`config.mk`:
```
export PLATFORM = sky130hd
export DESIGN_NAME = bcd_calc_seq_flat
export DESIGN_NICKNAME = d
export VERILOG_FILES = /design/src/rtl/bcd_calc_seq_pkg.sv /design/src/rtl/bcd_calc_seq_if.sv /design/src/rtl/bcd_calc_seq_divider.sv /design/src/rtl/bcd_calc_seq.sv /design/src/flat_wrapper.sv
export SDC_FILE = /design/constraint.sdc
export NUM_CORES = 1
export LEC_CHECK = 0
export BUFFER_PORTS_ARGS = -buffer_cell sky130_fd_sc_hd__buf_2
export CORE_UTILIZATION = 50
export CTS_BUF_LIST = sky130_fd_sc_hd__clkbuf_4
export CTS_CLUSTER_DIAMETER = 100
export DETAILED_ROUTE_END_ITERATION = 12
export PLACE_DENSITY = 0.67
export SLEW_MARGIN = 20
export SYNTH_ARGS = -nofsm -noshare
export SYNTH_HDL_FRONTEND = slang
export SYNTH_HIERARCHICAL = 1
export SYNTH_SLANG_ARGS = --single-unit
```
`constraint.sdc`:
```
create_clock -name clk -period 11.7 [get_ports clk]
set_input_delay 2.925 -clock clk [delete_from_list [all_inputs] [get_ports clk]]
set_output_delay 2.925 -clock clk [all_outputs]
set_load 0.02 [all_outputs]
```
`src/rtl/bcd_calc_seq_pkg.sv`:
```
// Purpose : shared op codes, op FSM encoding and BCD->binary helper for the BCD calculator.
// Latency : n/a (declarations only).
// Backpressure: n/a.
package bcd_calc_seq_pkg;

  localparam logic [2:0] OP_DISP = 3'd0;
  localparam logic [2:0] OP_ADD  = 3'd1;
  localparam logic [2:0] OP_SUB  = 3'd2;
  localparam logic [2:0] OP_MUL  = 3'd3;
  localparam logic [2:0] OP_DIV  = 3'd4;
  localparam logic [2:0] OP_MOD  = 3'd5;
  localparam logic [2:0] OP_CLR  = 3'd6;

  typedef enum logic [1:0] {
    S_IDLE   = 2'd0,
    S_EXEC   = 2'd1,
    S_DIVRUN = 2'd2,
    S_DONE   = 2'd3
  } state_t;

  // Up to four packed BCD digits, most significant digit in [15:12].
  // Callers with fewer digits zero-extend; 9999 fits in 14 bits.
  function automatic logic [13:0] bcd2bin(input logic [15:0] bcd);
    int acc;
    acc = 0;
    for (int i = 3; i >= 0; i--) begin
      acc = acc * 10 + int'(bcd[4*i +: 4]);
    end
    return 14'(acc);
  endfunction

endpackage

```
`src/rtl/bcd_calc_seq_if.sv`:
```
// Purpose : op request / result bundle between the calculator and its controller.
// Latency : n/a (wires only).
// Backpressure: op_valid is taken only when op_ready is high; nothing is queued.
// Ports   : op_valid, op_code (master->slave); op_ready, busy, done, result, dot, err (slave->master).
interface bcd_calc_seq_if #(
  parameter int DIGITS = 2
);
  localparam int RES_W = $clog2(10**(2*DIGITS)) + 1;

  logic             op_valid;
  logic [2:0]       op_code;
  logic             op_ready;
  logic             busy;
  logic             done;
  logic [RES_W-1:0] result;
  logic             dot;
  logic             err;

  modport master (
    output op_valid, op_code,
    input  op_ready, busy, done, result, dot, err
  );

  modport slave (
    input  op_valid, op_code,
    output op_ready, busy, done, result, dot, err
  );
endinterface

```
`src/rtl/bcd_calc_seq_divider.sv`:
```
// Purpose : W-bit restoring shift-subtract divider, one quotient bit per cycle.
// Latency : start at edge S; done pulses in the W-th cycle after S with quot/rem/dz valid.
// Backpressure: none; a start while busy restarts the division.
// Ports   : clk, rst_n, start, dividend, divisor -> busy, done, quot, rem, dz.
module bcd_calc_seq_divider #(
  parameter int W = 7
) (
  input  logic         clk,
  input  logic         rst_n,
  input  logic         start,
  input  logic [W-1:0] dividend,
  input  logic [W-1:0] divisor,
  output logic         busy,
  output logic         done,
  output logic [W-1:0] quot,
  output logic [W-1:0] rem,
  output logic         dz
);
  localparam int CW = $clog2(W + 1);

  logic [W-1:0]  rem_q;
  logic [W-1:0]  quot_q;   // dividend bits shift out the top, quotient bits shift in
  logic [W-1:0]  dvs_q;
  logic [CW-1:0] cnt_q;
  logic          busy_q;
  logic          done_q;
  logic          dz_q;

  logic [W:0]   shifted;
  logic         fits;
  logic [W-1:0] diff;

  always_comb begin
    shifted = {rem_q, quot_q[W-1]};
    fits    = (shifted >= {1'b0, dvs_q});
    // When fits, the true difference is below the divisor, so W bits hold it exactly.
    diff    = shifted[W-1:0] - dvs_q;
  end

  always_ff @(posedge clk or negedge rst_n) begin
    if (!rst_n) begin
      rem_q  <= '0;
      quot_q <= '0;
      dvs_q  <= '0;
      cnt_q  <= '0;
      busy_q <= 1'b0;
      done_q <= 1'b0;
      dz_q   <= 1'b0;
    end else begin
      done_q <= 1'b0;
      if (start) begin
        rem_q  <= '0;
        quot_q <= dividend;
        dvs_q  <= divisor;
        cnt_q  <= CW'(W);
        busy_q <= 1'b1;
        dz_q   <= (divisor == '0);
      end else if (busy_q) begin
        rem_q  <= fits ? diff : shifted[W-1:0];
        quot_q <= {quot_q[W-2:0], fits};
        cnt_q  <= cnt_q - CW'(1);
        if (cnt_q == CW'(1)) begin
          busy_q <= 1'b0;
          done_q <= 1'b1;
        end
      end
    end
  end

  assign busy = busy_q;
  assign done = done_q;
  assign quot = quot_q;
  assign rem  = rem_q;
  assign dz   = dz_q;

endmodule

```
`src/rtl/bcd_calc_seq.sv`:
```
// Purpose : clocked BCD calculator: button-driven digit entry, single-cycle ops and a serial divider.
// Latency : done 2 cycles after accept for single-cycle ops, OP_W+2 for DIV/MOD.
// Backpressure: op_ready only in IDLE; requests arriving while busy are dropped, not queued.
// Ports   : clk, rst_n, inc[2*DIGITS] (async buttons), bus (slave op/result bundle), digits_o {A,B}.
module bcd_calc_seq #(
  parameter int DIGITS = 2
) (
  input  logic                  clk,
  input  logic                  rst_n,
  input  logic [2*DIGITS-1:0]   inc,
  bcd_calc_seq_if.slave         bus,
  output logic [8*DIGITS-1:0]   digits_o
);
  import bcd_calc_seq_pkg::*;

  localparam int NDIG  = 2 * DIGITS;
  localparam int OP_W  = $clog2(10**DIGITS);
  localparam int RES_W = $clog2(10**(2*DIGITS)) + 1;
  localparam int MAG_W = RES_W - 1;
  localparam logic [MAG_W-1:0] SCALE = MAG_W'(10**DIGITS);

  // ---------------- button synchroniser and rising-edge detect ----------------
  logic [NDIG-1:0] inc_s1, inc_s2, inc_s3;
  logic [NDIG-1:0] inc_rise;

  always_ff @(posedge clk or negedge rst_n) begin
    if (!rst_n) begin
      inc_s1 <= '0;
      inc_s2 <= '0;
      inc_s3 <= '0;
    end else begin
      inc_s1 <= inc;
      inc_s2 <= inc_s1;
      inc_s3 <= inc_s2;
    end
  end

  assign inc_rise = inc_s2 & ~inc_s3;

  // ---------------- FSM state and latched operands ----------------
  state_t           state_q, state_d;
  logic [2:0]       op_q;
  logic [OP_W-1:0]  a_q, b_q;
  logic [RES_W-1:0] res_q, res_d;
  logic             dot_q, dot_d;
  logic             err_q, err_d;
  logic             accept, is_div_op, div_start;
  logic             op_ready, busy, done;

  // ---------------- digit counters ----------------
  logic [8*DIGITS-1:0] dig_q;
  logic                clr_now;

  // CLR writes the digits on the EXEC edge and overrides any press landing on that edge.
  assign clr_now = (state_q == S_EXEC) && (op_q == OP_CLR);

  always_ff @(posedge clk or negedge rst_n) begin
    if (!rst_n) begin
      dig_q <= '0;
    end else if (clr_now) begin
      dig_q <= '0;
    end else begin
      for (int i = 0; i < NDIG; i++) begin
        if (inc_rise[i]) begin
          dig_q[4*i +: 4] <= (dig_q[4*i +: 4] == 4'd9) ? 4'd0 : dig_q[4*i +: 4] + 4'd1;
        end
      end
    end
  end

  assign digits_o = dig_q;

  // ---------------- live operands ----------------
  logic [OP_W-1:0] a_bin, b_bin;
  assign a_bin = OP_W'(bcd2bin(16'(dig_q[8*DIGITS-1:4*DIGITS])));
  assign b_bin = OP_W'(bcd2bin(16'(dig_q[4*DIGITS-1:0])));

  // ---------------- divider ----------------
  logic            div_busy, div_done, div_dz;
  logic [OP_W-1:0] div_quot, div_rem;

  assign is_div_op = (bus.op_code == OP_DIV) || (bus.op_code == OP_MOD);
  assign div_start = accept && is_div_op;

  // The divider captures the live operands on the accept edge, the same edge that
  // latches a_q/b_q, so both views of the operands are identical.
  bcd_calc_seq_divider #(.W(OP_W)) u_div (
    .clk      (clk),
    .rst_n    (rst_n),
    .start    (div_start),
    .dividend (a_bin),
    .divisor  (b_bin),
    .busy     (div_busy),
    .done     (div_done),
    .quot     (div_quot),
    .rem      (div_rem),
    .dz       (div_dz)
  );

  // ---------------- single-cycle datapath ----------------
  logic [MAG_W-1:0] a_x, b_x, mag_disp, mag_add, mag_mul, mag_amb, mag_bma;

  always_comb begin
    a_x      = MAG_W'(a_q);
    b_x      = MAG_W'(b_q);
    mag_disp = a_x * SCALE + b_x;
    mag_add  = a_x + b_x;
    mag_mul  = a_x * b_x;
    mag_amb  = a_x - b_x;
    mag_bma  = b_x - a_x;
  end

  // ---------------- op FSM: next state and result update ----------------
  always_comb begin
    state_d  = state_q;
    accept   = 1'b0;
    res_d    = res_q;
    dot_d    = dot_q;
    err_d    = err_q;
    op_ready = 1'b0;
    busy     = 1'b0;
    done     = 1'b0;
    case (state_q)
      S_IDLE: begin
        op_ready = 1'b1;
        if (bus.op_valid) begin
          accept  = 1'b1;
          state_d = is_div_op ? S_DIVRUN : S_EXEC;
        end
      end
      S_EXEC: begin
        busy    = 1'b1;
        state_d = S_DONE;
        case (op_q)
          OP_DISP: begin res_d = {1'b0, mag_disp}; dot_d = 1'b0; err_d = 1'b0; end
          OP_ADD:  begin res_d = {1'b0, mag_add};  dot_d = 1'b1; err_d = 1'b0; end
          OP_SUB:  begin
            res_d = (a_q >= b_q) ? {1'b0, mag_amb} : {1'b1, mag_bma};
            dot_d = 1'b1;
            err_d = 1'b0;
          end
          OP_MUL:  begin res_d = {1'b0, mag_mul};  dot_d = 1'b1; err_d = 1'b0; end
          OP_CLR:  begin res_d = '0;               dot_d = 1'b0; err_d = 1'b0; end
          default: ; // reserved code: completes with outputs untouched
        endcase
      end
      S_DIVRUN: begin
        busy = 1'b1;
        // done and busy are exclusive in the divider; both are required to finish.
        if (div_done && !div_busy) begin
          state_d = S_DONE;
          dot_d   = 1'b1;
          err_d   = div_dz;
          if (div_dz) begin
            res_d = '0;
          end else begin
            res_d = {1'b0, MAG_W'((op_q == OP_MOD) ? div_rem : div_quot)};
          end
        end
      end
      S_DONE: begin
        done    = 1'b1;
        state_d = S_IDLE;
      end
      default: state_d = S_IDLE;
    endcase
  end

  always_ff @(posedge clk or negedge rst_n) begin
    if (!rst_n) begin
      state_q <= S_IDLE;
      op_q    <= OP_DISP;
      a_q     <= '0;
      b_q     <= '0;
      res_q   <= '0;
      dot_q   <= 1'b0;
      err_q   <= 1'b0;
    end else begin
      state_q <= state_d;
      res_q   <= res_d;
      dot_q   <= dot_d;
      err_q   <= err_d;
      if (accept) begin
        op_q <= bus.op_code;
        a_q  <= a_bin;
        b_q  <= b_bin;
      end
    end
  end

  assign bus.op_ready = op_ready;
  assign bus.busy     = busy;
  assign bus.done     = done;
  assign bus.result   = res_q;
  assign bus.dot      = dot_q;
  assign bus.err      = err_q;

endmodule
```
`src/flat_wrapper.sv`:
```
// flat-port wrapper written by rule: the top's interface ports become plain ports
module bcd_calc_seq_flat import bcd_calc_seq_pkg::*;
#(
  parameter int DIGITS = 2
)
  (clk, rst_n, inc, digits_o, bus_op_valid, bus_op_code, bus_op_ready, bus_busy, bus_done, bus_result, bus_dot, bus_err);
  bcd_calc_seq_if #(.DIGITS(DIGITS)) bus_i ();
  input  logic clk;
  input  logic rst_n;
  input  logic [2*DIGITS-1:0] inc;
  output logic [8*DIGITS-1:0] digits_o;
  input wire logic [$bits(bus_i.op_valid)-1:0] bus_op_valid;
  input wire logic [$bits(bus_i.op_code)-1:0] bus_op_code;
  output wire logic [$bits(bus_i.op_ready)-1:0] bus_op_ready;
  output wire logic [$bits(bus_i.busy)-1:0] bus_busy;
  output wire logic [$bits(bus_i.done)-1:0] bus_done;
  output wire logic [$bits(bus_i.result)-1:0] bus_result;
  output wire logic [$bits(bus_i.dot)-1:0] bus_dot;
  output wire logic [$bits(bus_i.err)-1:0] bus_err;
  assign bus_i.op_valid = bus_op_valid;
  assign bus_i.op_code = bus_op_code;
  assign bus_op_ready = bus_i.op_ready;
  assign bus_busy = bus_i.busy;
  assign bus_done = bus_i.done;
  assign bus_result = bus_i.result;
  assign bus_dot = bus_i.dot;
  assign bus_err = bus_i.err;
  bcd_calc_seq #(.DIGITS(DIGITS)) u_core (.clk(clk), .rst_n(rst_n), .inc(inc), .bus(bus_i), .digits_o(digits_o));
endmodule
```
==> run_results.csv, run 1 <==
group,metric,value,unit
status,status,"completed",
critical_path,critical-path-max-stage-delay,530,ps
synth,synth_top_area_cell,"dfrtp_1",
final_layout,regArea,0.00228,mm²
clocking,htreeDepth,3,
critical_path,crit_path_frequent_cell,"inv_1",
critical_path,crit_path_top_delay_cell,"fa_1",
synth,synth_fp_nets,1059,
synth,syn_area,0.00827,mm²
floorplanning,initial_core_util,51.7,%
sta,setup_viol,0,
floorplanning,fp.dieH,131,µm
sta,finalMaxSlewViolations,0,
critical_path,rr_startpoint,"u_core/b_q[1]",
final_layout,nets,1093,
final_layout,layout.cells.non_filler,1161,
clocking,numCtsBuffers,9,
sta,finClkSkew,20.5,ps
sta,worst_slew_pin_slew,882,ps
critical_path,r2r_slack,6630,ps
global_routing,antenna_found_initial,1,
synth,yosys_warnings,6,
synth,avgSynthCellArea,9.14,µm²
sta,rsz0062_at_grt,"false",
run,maxCapViolations,0,
place,gp_congestion,0.994,
synth,yosysSeqAreaShare,27.5,%
synth,async_reset_ff_share,100,%
critical_path,cp_top_family,"adder cells",
hold_path,min_from,"u_core/inc_s1[3]",
clocking,cts.clk_slew.worst_paths,150,ps
synth,synth_flop_cell,"dfrtp_1",
hold_path,holdPathStages,0,
final_layout,drive_above_1_share,9.96,%
sta,holdWs,368,ps
clocking,clk_latency,460,ps
global_routing,grt_start_max_net_pins,78,
final_layout,multi_input_area,0.00555,mm²
synth,synth.most_common_cell,"ha_1",
route,vias_per_cell,5.88,
synth,synth_edf_count,0,
route,firstDrtPassIters,6,
clocking,cts_resized,0,
sta,min_period,5070,ps
critical_path,critPathCaptureType,"flop",
clocking,cts_post_setup_buffers_inserted,0,
sta,hold_violations,0,
floorplanning,rows,46,
synth,synth_top_cell_area_share,27.5,%
critical_path,crit_fanout,8,
synth,synth.distinct_cells,76,
route,drc,0,
critical_path,path_class,"reg -> reg",
global_routing,grt_pass1_wl,32700,µm
sta,slew_headroom,41.2,%
clocking,ctsLongestPathBuffers,2,
route,routed_wl,20100,µm
place,dp.cells,1144,
hold_path,worstHoldEndpoint,"u_core/inc_s2[3]",
synth,synthCells,905,
critical_path,crit_path_cell_trace,"inv_1 > nor2_1 > fa_1 > inv_1 > fa_1 > inv_1 > fa_1 > inv_1 > fa_1 > inv_1 > ha_1 > or4_1 > o22ai_1 > o21ai_0 > xnor2_1 > o21a_1 > o41ai_1",
place,post-place-ws,6670,ps
synth,synthTopCellsByCount,"ha_1 (109), dfrtp_1 (91), inv_1 (85), nor2_1 (85), o21ai_0 (64)",
floorplanning,core,0.0160,mm²
sta,setup_tns,0,ps
sta,max_clock_freq,0.197,GHz
sta,period_share,43.4,%
global_routing,grt_pass1_vias,6479,
route,vias,6830,
critical_path,r2r_cells,17,
route,wl_per_cell,17.3,µm
global_routing,grt_overflow_total,0,
clocking,tritoncts,"done",
final_layout,synthToLayoutAreaGrowth,7.20,%
critical_path,r2r_end,"u_core/bus.result[12]",
clocking,hold_buffers,0,
place,dpl.hpwl,15700,µm
critical_path,crit_required,12040,ps
floorplanning,fp.dieW,131,µm
route,drtIter0Drc,573,
clocking,clock-sinks,91,
synth,ys_ff_latch,91,
sta,setup_slack,6630,ps
critical_path,crit_buf_inv,5,
global_routing,grt_usage,24.9,%
critical_path,cp.arrival,5420,ps
floorplanning,io_pins,46,
synth,synth.area.top_cells,"dfrtp_1 (28%), ha_1 (16%), fa_1 (8.5%)",
floorplanning,dieArea,0.0171,mm²
hold_path,hp-class,"reg -> reg",
clocking,clock-root-buffer,"clkbuf_4",
critical_path,start_kind,"flop",
place,port_buffers,45,
final_layout,nFillCells,1549,
route,antenna_left,0,
[flip-flops by register name (all words and copies together), names as in the netlist, 7 cells and up]
register            flops
u_core/digits_o        16
u_core/bus.result      15
u_core/a_q              7
u_core/b_q              7
u_core/u_div/dvs_q      7
u_core/u_div/quot       7
u_core/u_div/rem        7
[cell usage in the layout, fill, tap and decap left out, types with 4 or more instances in the layout]
cell type and n:
o21a_1 9, nand2_1 55, o21ai_1 9, nor2_1 85, a22o_1 6, and3_1 4
o31ai_1 6, and2_1 5, nor2b_1 20, a221oi_1 6, xnor2_1 40, fa_1 35
or3_1 4, a211oi_1 10, nand4_1 4, nor3_1 13, a21o_1 12, nand3_1 20
o211ai_1 5, buf_2 44, ha_1 109, clkbuf_4 9, inv_1 85, dfrtp_1 91
a21oi_1 46, mux2_2 14, nand2b_1 11, mux2i_1 16, nor3b_1 10, o21bai_1 4
a31oi_1 4, xor2_1 9, o22ai_1 6, o21ai_0 64, a32o_1 4
[area by class of cell]
type                    count  area share [%]
diodes                      1          0.0282
clock buffers               9           0.762
clock inverters             7            1.38
inverters                  86            3.64
multi-input cells         703            62.6
flip-flops and latches     91            25.7
well taps                 216            3.05
repair buffers             48            2.87
[metrics by stage]
| step | utilization (%) | area, µm² |
|---|---|---|
| finish | 55.4 | 8860 |
| global route | 55.4 | 8860 |
| CTS | 55.4 | 8860 |
| detailed placement | 54.2 | 8670 |
| global placement | 54.2 | 8670 |
| floorplan | - | 8270 |
[logic make-up after synthesis]
group / count (synthesis) / share of synthesized area (%)
and+or+nand+nor: 249 / 14.5
muxes: 32 / 4.12
adders and majority gates: 144 / 25.0
buffers and inverters: 111 / 5.43
AOI/OAI and AO/OA: 229 / 18.3
DFF: 91 / 27.5
xor gates and xnor gates: 49 / 5.19
[layer usage]
layer / GRT usage (%) / vias to the layer above / wire, µm
met2: 39.1 / 201 / 9110
met5: 0 / - / 0
li1: - / 3253 / -
met3: 3.83 / 39 / 975
met1: 34.6 / 3337 / 9380
met4: 9.53 / 0 / 602
[how the worst max path moves through the flow]
| stage | end | from | cells after the start |
|---|---|---|---|
| finish | u_core/bus.result[12] | u_core/b_q[1] | 17 |
| global placement | u_core/u_div/rem[2] | bus_op_valid | 7 |
| global route | u_core/bus.result[12] | u_core/b_q[1] | 17 |
| floorplan | u_core/bus.result[12] | u_core/a_q[3] | 16 |
| CTS | u_core/bus.result[12] | u_core/b_q[1] | 17 |
| detailed placement | u_core/bus.result[12] | u_core/b_q[1] | 17 |
Power of run 1 is not shown: default switching activity piles up to over one toggle a cycle in this logic, so the estimate is an artifact.
==> run 2, diff against run 1 <==
Settings changed: ABC_AREA from default to 1, PLACE_DENSITY 0.67 to 0.7.
Clock period 11.7 ns to 4.3 ns, I/O delays scaled along.
==> run_results.csv, run 2 <==
group,metric,value,unit
status,status,"completed",
place,gp_congestion,0.967,
floorplanning,core,0.0168,mm²
global_routing,grt_pass1_wl,36900,µm
synth,synthTopCellsByCount,"nand2_1 (335), inv_1 (211), ha_1 (109), dfrtp_1 (91), nor2_1 (89)",
final_layout,layout_common_cells,"nand2_1 (332), inv_1 (207), ha_1 (102)",
synth,synth_top_cell_area_share,26.2,%
final_layout,nets,1424,
floorplanning,dieArea,0.0179,mm²
route,firstDrtPassIters,5,
synth,yosysSeqAreaShare,26.2,%
clocking,cts.clk_slew.worst_paths,160,ps
place,dp.cells,1475,
clocking,ctsLongestPathBuffers,2,
sta,slew_headroom,34.6,%
final_layout,antennaDiodeCount,0,
floorplanning,initial_core_util,51.9,%
clocking,clk_latency,490,ps
synth,async_reset_ff_share,100,%
route,wl_per_cell,14.7,µm
critical_path,r2r_cells,22,
global_routing,grt_pass1_vias,7495,
critical_path,crit_required,4750,ps
synth,yosys_warnings,6,
hold_path,min_from,"u_core/inc_s1[0]",
hold_path,holdPathStages,0,
critical_path,rr_startpoint,"u_core/b_q[3]",
place,dpl.hpwl,17500,µm
sta,holdWs,370,ps
sta,hold_violations,0,
floorplanning,rows,47,
final_layout,layout.cells.non_filler,1495,
final_layout,largest_reg_flops,16,
synth,avgSynthCellArea,7.22,µm²
final_layout,final_common_cell,"nand2_1",
synth,synth_top_area_cell,"dfrtp_1",
global_routing,antenna_found_initial,0,
clocking,htreeDepth,3,
global_routing,grt_overflow_total,0,
critical_path,crit_fanout,6,
critical_path,critPathCaptureType,"flop",
clocking,clock-sinks,91,
clocking,clock-root-buffer,"clkbuf_4",
route,vias,7807,
route,drtIter0Drc,380,
place,port_buffers,45,
critical_path,r2r_slack,190,ps
floorplanning,fp.dieH,134,µm
sta,setup_viol,0,
synth,synth_flop_cell,"dfrtp_1",
critical_path,cp.arrival,4560,ps
synth,synth.most_common_cell,"nand2_1",
global_routing,grt_usage,26.1,%
route,drc,0,
sta,min_period,4110,ps
synth,synth_fp_nets,1359,
critical_path,r2r_end,"u_core/bus.result[13]",
synth,ys_ff_latch,91,
hold_path,worstHoldEndpoint,"u_core/inc_s2[0]",
floorplanning,fp.dieW,134,µm
sta,max_clock_freq,0.243,GHz
final_layout,synthToLayoutAreaGrowth,9.77,%
clocking,tritoncts,"done",
sta,period_share,95.6,%
clocking,hold_buffers,0,
route,antenna_left,0,
sta,worst_slew_pin_slew,978,ps
synth,synth.area.top_cells,"dfrtp_1 (26%), ha_1 (16%), nand2_1 (14%)",
final_layout,drive_above_1_share,11.3,%
synth,synth_edf_count,0,
sta,finClkSkew,19.2,ps
clocking,numCtsBuffers,9,
synth,syn_area,0.00870,mm²
route,vias_per_cell,5.22,
critical_path,path_class,"reg -> reg",
global_routing,grt_start_max_net_pins,78,
floorplanning,io_pins,46,
hold_path,hp-class,"reg -> reg",
run,maxCapViolations,0,
critical_path,start_kind,"flop",
synth,synth.distinct_cells,43,
final_layout,nFillCells,1602,
final_layout,utilization,57.0,%
route,routed_wl,22000,µm
synth,synthCells,1205,
sta,finalMaxSlewViolations,0,
run 2: cell types whose count changed after synthesis, moves of 12 or more:
cell     before  now
nand2_1      55  335
inv_1        85  211
nand3_1      20   67
xnor2_1      40    8
nor2b_1      20    0
inv_2         1   17
mux2i_1      16    0
mux2_2       14    0
nand4_1       4   17
a21o_1       12    0
run 2: cells by family (layout without fill, tap and decap cells):
group / after synthesis / in the layout / synth area share (%)
XOR/XNOR: 27 / 27 / 2.72
flip-flops: 91 / 91 / 26.2
buffers and inverters: 247 / 317 / 11.0
AND/OR/NAND/NOR: 553 / 553 / 27.2
adder cells (fa/ha/maj): 144 / 144 / 23.7
AO/OA/AOI/OAI: 143 / 143 / 9.18
run 2: critical path: stages (launching register included):
cell,delay [ps]
dfrtp_1,420
ha_2,210
fa_1,530
inv_1,50
fa_1,560
inv_2,50
fa_1,540
inv_1,50
fa_1,490
inv_2,50
ha_4,290
nand2_1,70
nand2_2,70
nand2_2,60
nand2_1,50
nand2_1,60
nand4_1,90
nand2_1,60
nor2_1,130
nor2_1,50
nor2_1,90
nand2_1,60
nand2_1,50
run 2: final cells by class:
type                            count  area (µm²)  share of cell area [%]
Multi-Input combinational cell    867        5540                    58.0
Sequential cell                    91        2280                    23.8
Inverter                          230         866                    9.07
Timing Repair Buffer               71         443                    4.64
Tap cell                          220         275                    2.88
Clock inverter                      7        81.3                   0.852
Clock buffer                        9        67.6                   0.708
run 2: worst max-delay path by stage:
stage,from,to,slack [ps]
2_1_floorplan,u_core/a_q[2],u_core/bus.result[8],100
3_3_place_gp,u_core/a_q[3],u_core/bus.result[8],160
3_5_place_dp,u_core/a_q[2],u_core/bus.result[11],100
4_1_cts,u_core/a_q[2],u_core/bus.result[11],60
5_1_grt,u_core/b_q[3],u_core/bus.result[12],-30
6_report,u_core/b_q[3],u_core/bus.result[13],190
run 2: metal layers:
| layer | track usage (%) | share of wire (%) |
|---|---|---|
| met1 | 35.4 | 46 |
| met5 | 0 | 0 |
| met2 | 42.0 | 45 |
| met3 | 4.76 | 5.9 |
| met4 | 8.78 | 2.7 |
run 2: stage by stage:
| step | instance area [µm²] | TNS (ps) | setup slack, ps |
|---|---|---|---|
| global route | 9550 | -68.6 | -28.8 |
| detailed placement | 9280 | 0 | 95.3 |
| finish | 9550 | 0 | 190 |
| CTS | 9430 | 0 | 57.3 |
| global placement | 9280 | 0 | 158 |
| floorplan | 8700 | 0 | 104 |
run 2: repair_timing:
| action | 4_1_cts | 5_1_grt |
|---|---|---|
| endpoints found under the setup margin | 0 | 8 |
| setup buffers | 0 | 3 |
| gates resized for setup | 0 | 20 |
Power of run 2 is left out for the same reason.
==> run 3, diff against run 2 <==
Settings changed: PLACE_DENSITY 0.7 to 0.67.
Clock period 4.3 ns to 5 ns, I/O delays scaled along.
==> run_results.csv, run 3 (synthesis results as in run 2) <==
group,metric,value,unit
status,status,"completed",
route,firstDrtPassIters,6,
critical_path,path_class,"reg -> reg",
sta,setup_viol,0,
route,antenna_left,0,
critical_path,start_kind,"flop",
final_layout,final_common_cell,"nand2_1",
critical_path,cp_top_family,"adder cells",
final_layout,nets,1406,
clocking,htreeDepth,3,
route,wl_per_cell,14.7,µm
final_layout,antennaDiodeCount,0,
global_routing,grt_pass1_wl,36500,µm
floorplanning,fp.dieH,134,µm
place,port_buffers,45,
clocking,clock-root-buffer,"clkbuf_4",
floorplanning,initial_core_util,51.9,%
final_layout,largest_reg_flops,16,
sta,rsz0062_at_grt,"false",
sta,finalMaxSlewViolations,0,
global_routing,grt_start_max_net_pins,54,
critical_path,cp.depth,19,
clocking,cts_resized,0,
critical_path,r2r_end,"u_core/bus.result[8]",
sta,slew_headroom,33.6,%
clocking,clock-sinks,91,
route,drtIter0Drc,631,
run,maxCapViolations,0,
floorplanning,fp.dieW,134,µm
place,post-place-ws,603,ps
critical_path,cp.arrival,4790,ps
critical_path,startpoint,"u_core/b_q[3]",
final_layout,drive_above_1_share,8.59,%
sta,hold_violations,0,
final_layout,synthToLayoutAreaGrowth,7.39,%
critical_path,crit_fanout,9,
sta,period_share,88.0,%
sta,setup_tns,0,ps
floorplanning,io_pins,46,
global_routing,antenna_found_initial,0,
clocking,tritoncts,"done",
global_routing,grt_usage,26.1,%
critical_path,crit_required,5380,ps
floorplanning,dieArea,0.0179,mm²
sta,worst_slew_pin_slew,990,ps
sta,min_period,4400,ps
global_routing,grt_overflow_total,0,
critical_path,cp-endpoint,"u_core/bus.result[8]",
sta,max_clock_freq,0.227,GHz
route,routed_wl,21700,µm
critical_path,rr_startpoint,"u_core/b_q[3]",
clocking,ctsLongestPathBuffers,2,
critical_path,critPathCaptureType,"flop",
critical_path,crit_path_cell_trace,"ha_1 > fa_1 > inv_1 > fa_1 > inv_1 > fa_1 > inv_1 > fa_1 > inv_1 > ha_1 > nand2_1 > inv_1 > nand2_1 > nand3_1 > or2_2 > nand3_1 > nand2_1 > nand3_1 > nand2_1",
place,dpl.hpwl,17400,µm
place,gp_congestion,0.947,
critical_path,crit_path_frequent_cell,"inv_1",
sta,setup_slack,598,ps
floorplanning,core,0.0168,mm²
route,vias_per_cell,5.15,
floorplanning,rows,47,
clocking,cts_post_setup_buffers_inserted,0,
sta,holdWs,366,ps
clocking,cts.clk_slew.worst_paths,150,ps
critical_path,crit_buf_inv,5,
critical_path,critical-path-max-stage-delay,550,ps
critical_path,crit_path_top_delay_cell,"fa_1",
clocking,hold_buffers,0,
hold_path,hp-class,"reg -> reg",
global_routing,grt_pass1_vias,7360,
critical_path,r2r_slack,600,ps
route,drc,0,
critical_path,r2r_cells,19,
clocking,numCtsBuffers,9,
clocking,clk_latency,480,ps
sta,finClkSkew,8.92,ps
final_layout,layout_common_cells,"nand2_1 (335), inv_1 (211), ha_1 (109)",
route,vias,7603,
## run 3: cell count changes in the layout (fill, tap and decap cells not counted), moves of 2 or more
| cell | before | now |
|---|---|---|
| a21oi_1 | 39 | 41 |
| buf_4 | 26 | 9 |
| ha_1 | 102 | 109 |
| ha_2 | 5 | 0 |
| ha_4 | 2 | 0 |
| inv_1 | 207 | 211 |
| inv_2 | 21 | 17 |
| nand2_1 | 332 | 335 |
| nand2_2 | 6 | 3 |
## run 3: routing by layer
metal	wire [µm]	part of all wire, %	vias to the layer above	track usage [%]
li1	-	-	3900	-
met1	10300	47	3455	35.7
met3	1220	5.6	34	3.85
met5	0	0	-	0
met2	9520	44	214	41.2
met4	711	3.3	0	11.0
## run 3: worst min-delay path by stage
stage,slack (ps),endpoint,startpoint,cells after the start
CTS,370,u_core/inc_s2[2],u_core/inc_s1[2],0
detailed placement,330,u_core/inc_s2[2],u_core/inc_s1[2],0
global route,380,u_core/inc_s2[2],u_core/inc_s1[2],0
floorplan,330,u_core/inc_s2[0],u_core/inc_s1[0],0
global placement,330,u_core/inc_s2[2],u_core/inc_s1[2],0
finish,370,u_core/inc_s2[2],u_core/inc_s1[2],0
## run 3: worst reg2reg max path, cell delays in order, from the launching register on
cell and delay, ps:
dfrtp_1 520, ha_1 300, fa_1 550, inv_1 50, fa_1 470, inv_1 60, fa_1 540, inv_1 60
fa_1 520, inv_1 40, ha_1 350, nand2_1 120, inv_1 50, nand2_1 80, nand3_1 90, or2_2 280
nand3_1 70, nand2_1 60, nand3_1 60, nand2_1 50
## run 3: per-stage QoR
step	utilization (%)	instance area (µm²)	cells
2_1_floorplan	-	8700	1205
3_3_place_gp	54.7	9170	1461
3_5_place_dp	54.7	9170	1461
4_1_cts	55.7	9340	1477
5_1_grt	55.7	9340	1477
6_report	55.7	9340	1477
## run 3: final cells by class
| cell class | instances | area (µm²) |
|---|---|---|
| Inverter | 230 | 866 |
| Fill cell | 1627 | 7420 |
| Sequential cell | 91 | 2280 |
| Multi-Input combinational cell | 867 | 5470 |
| Clock buffer | 10 | 75.1 |
| Timing Repair Buffer | 53 | 288 |
| Tap cell | 220 | 275 |
| Clock inverter | 6 | 96.3 |
Power of run 3 is left out for the same reason.
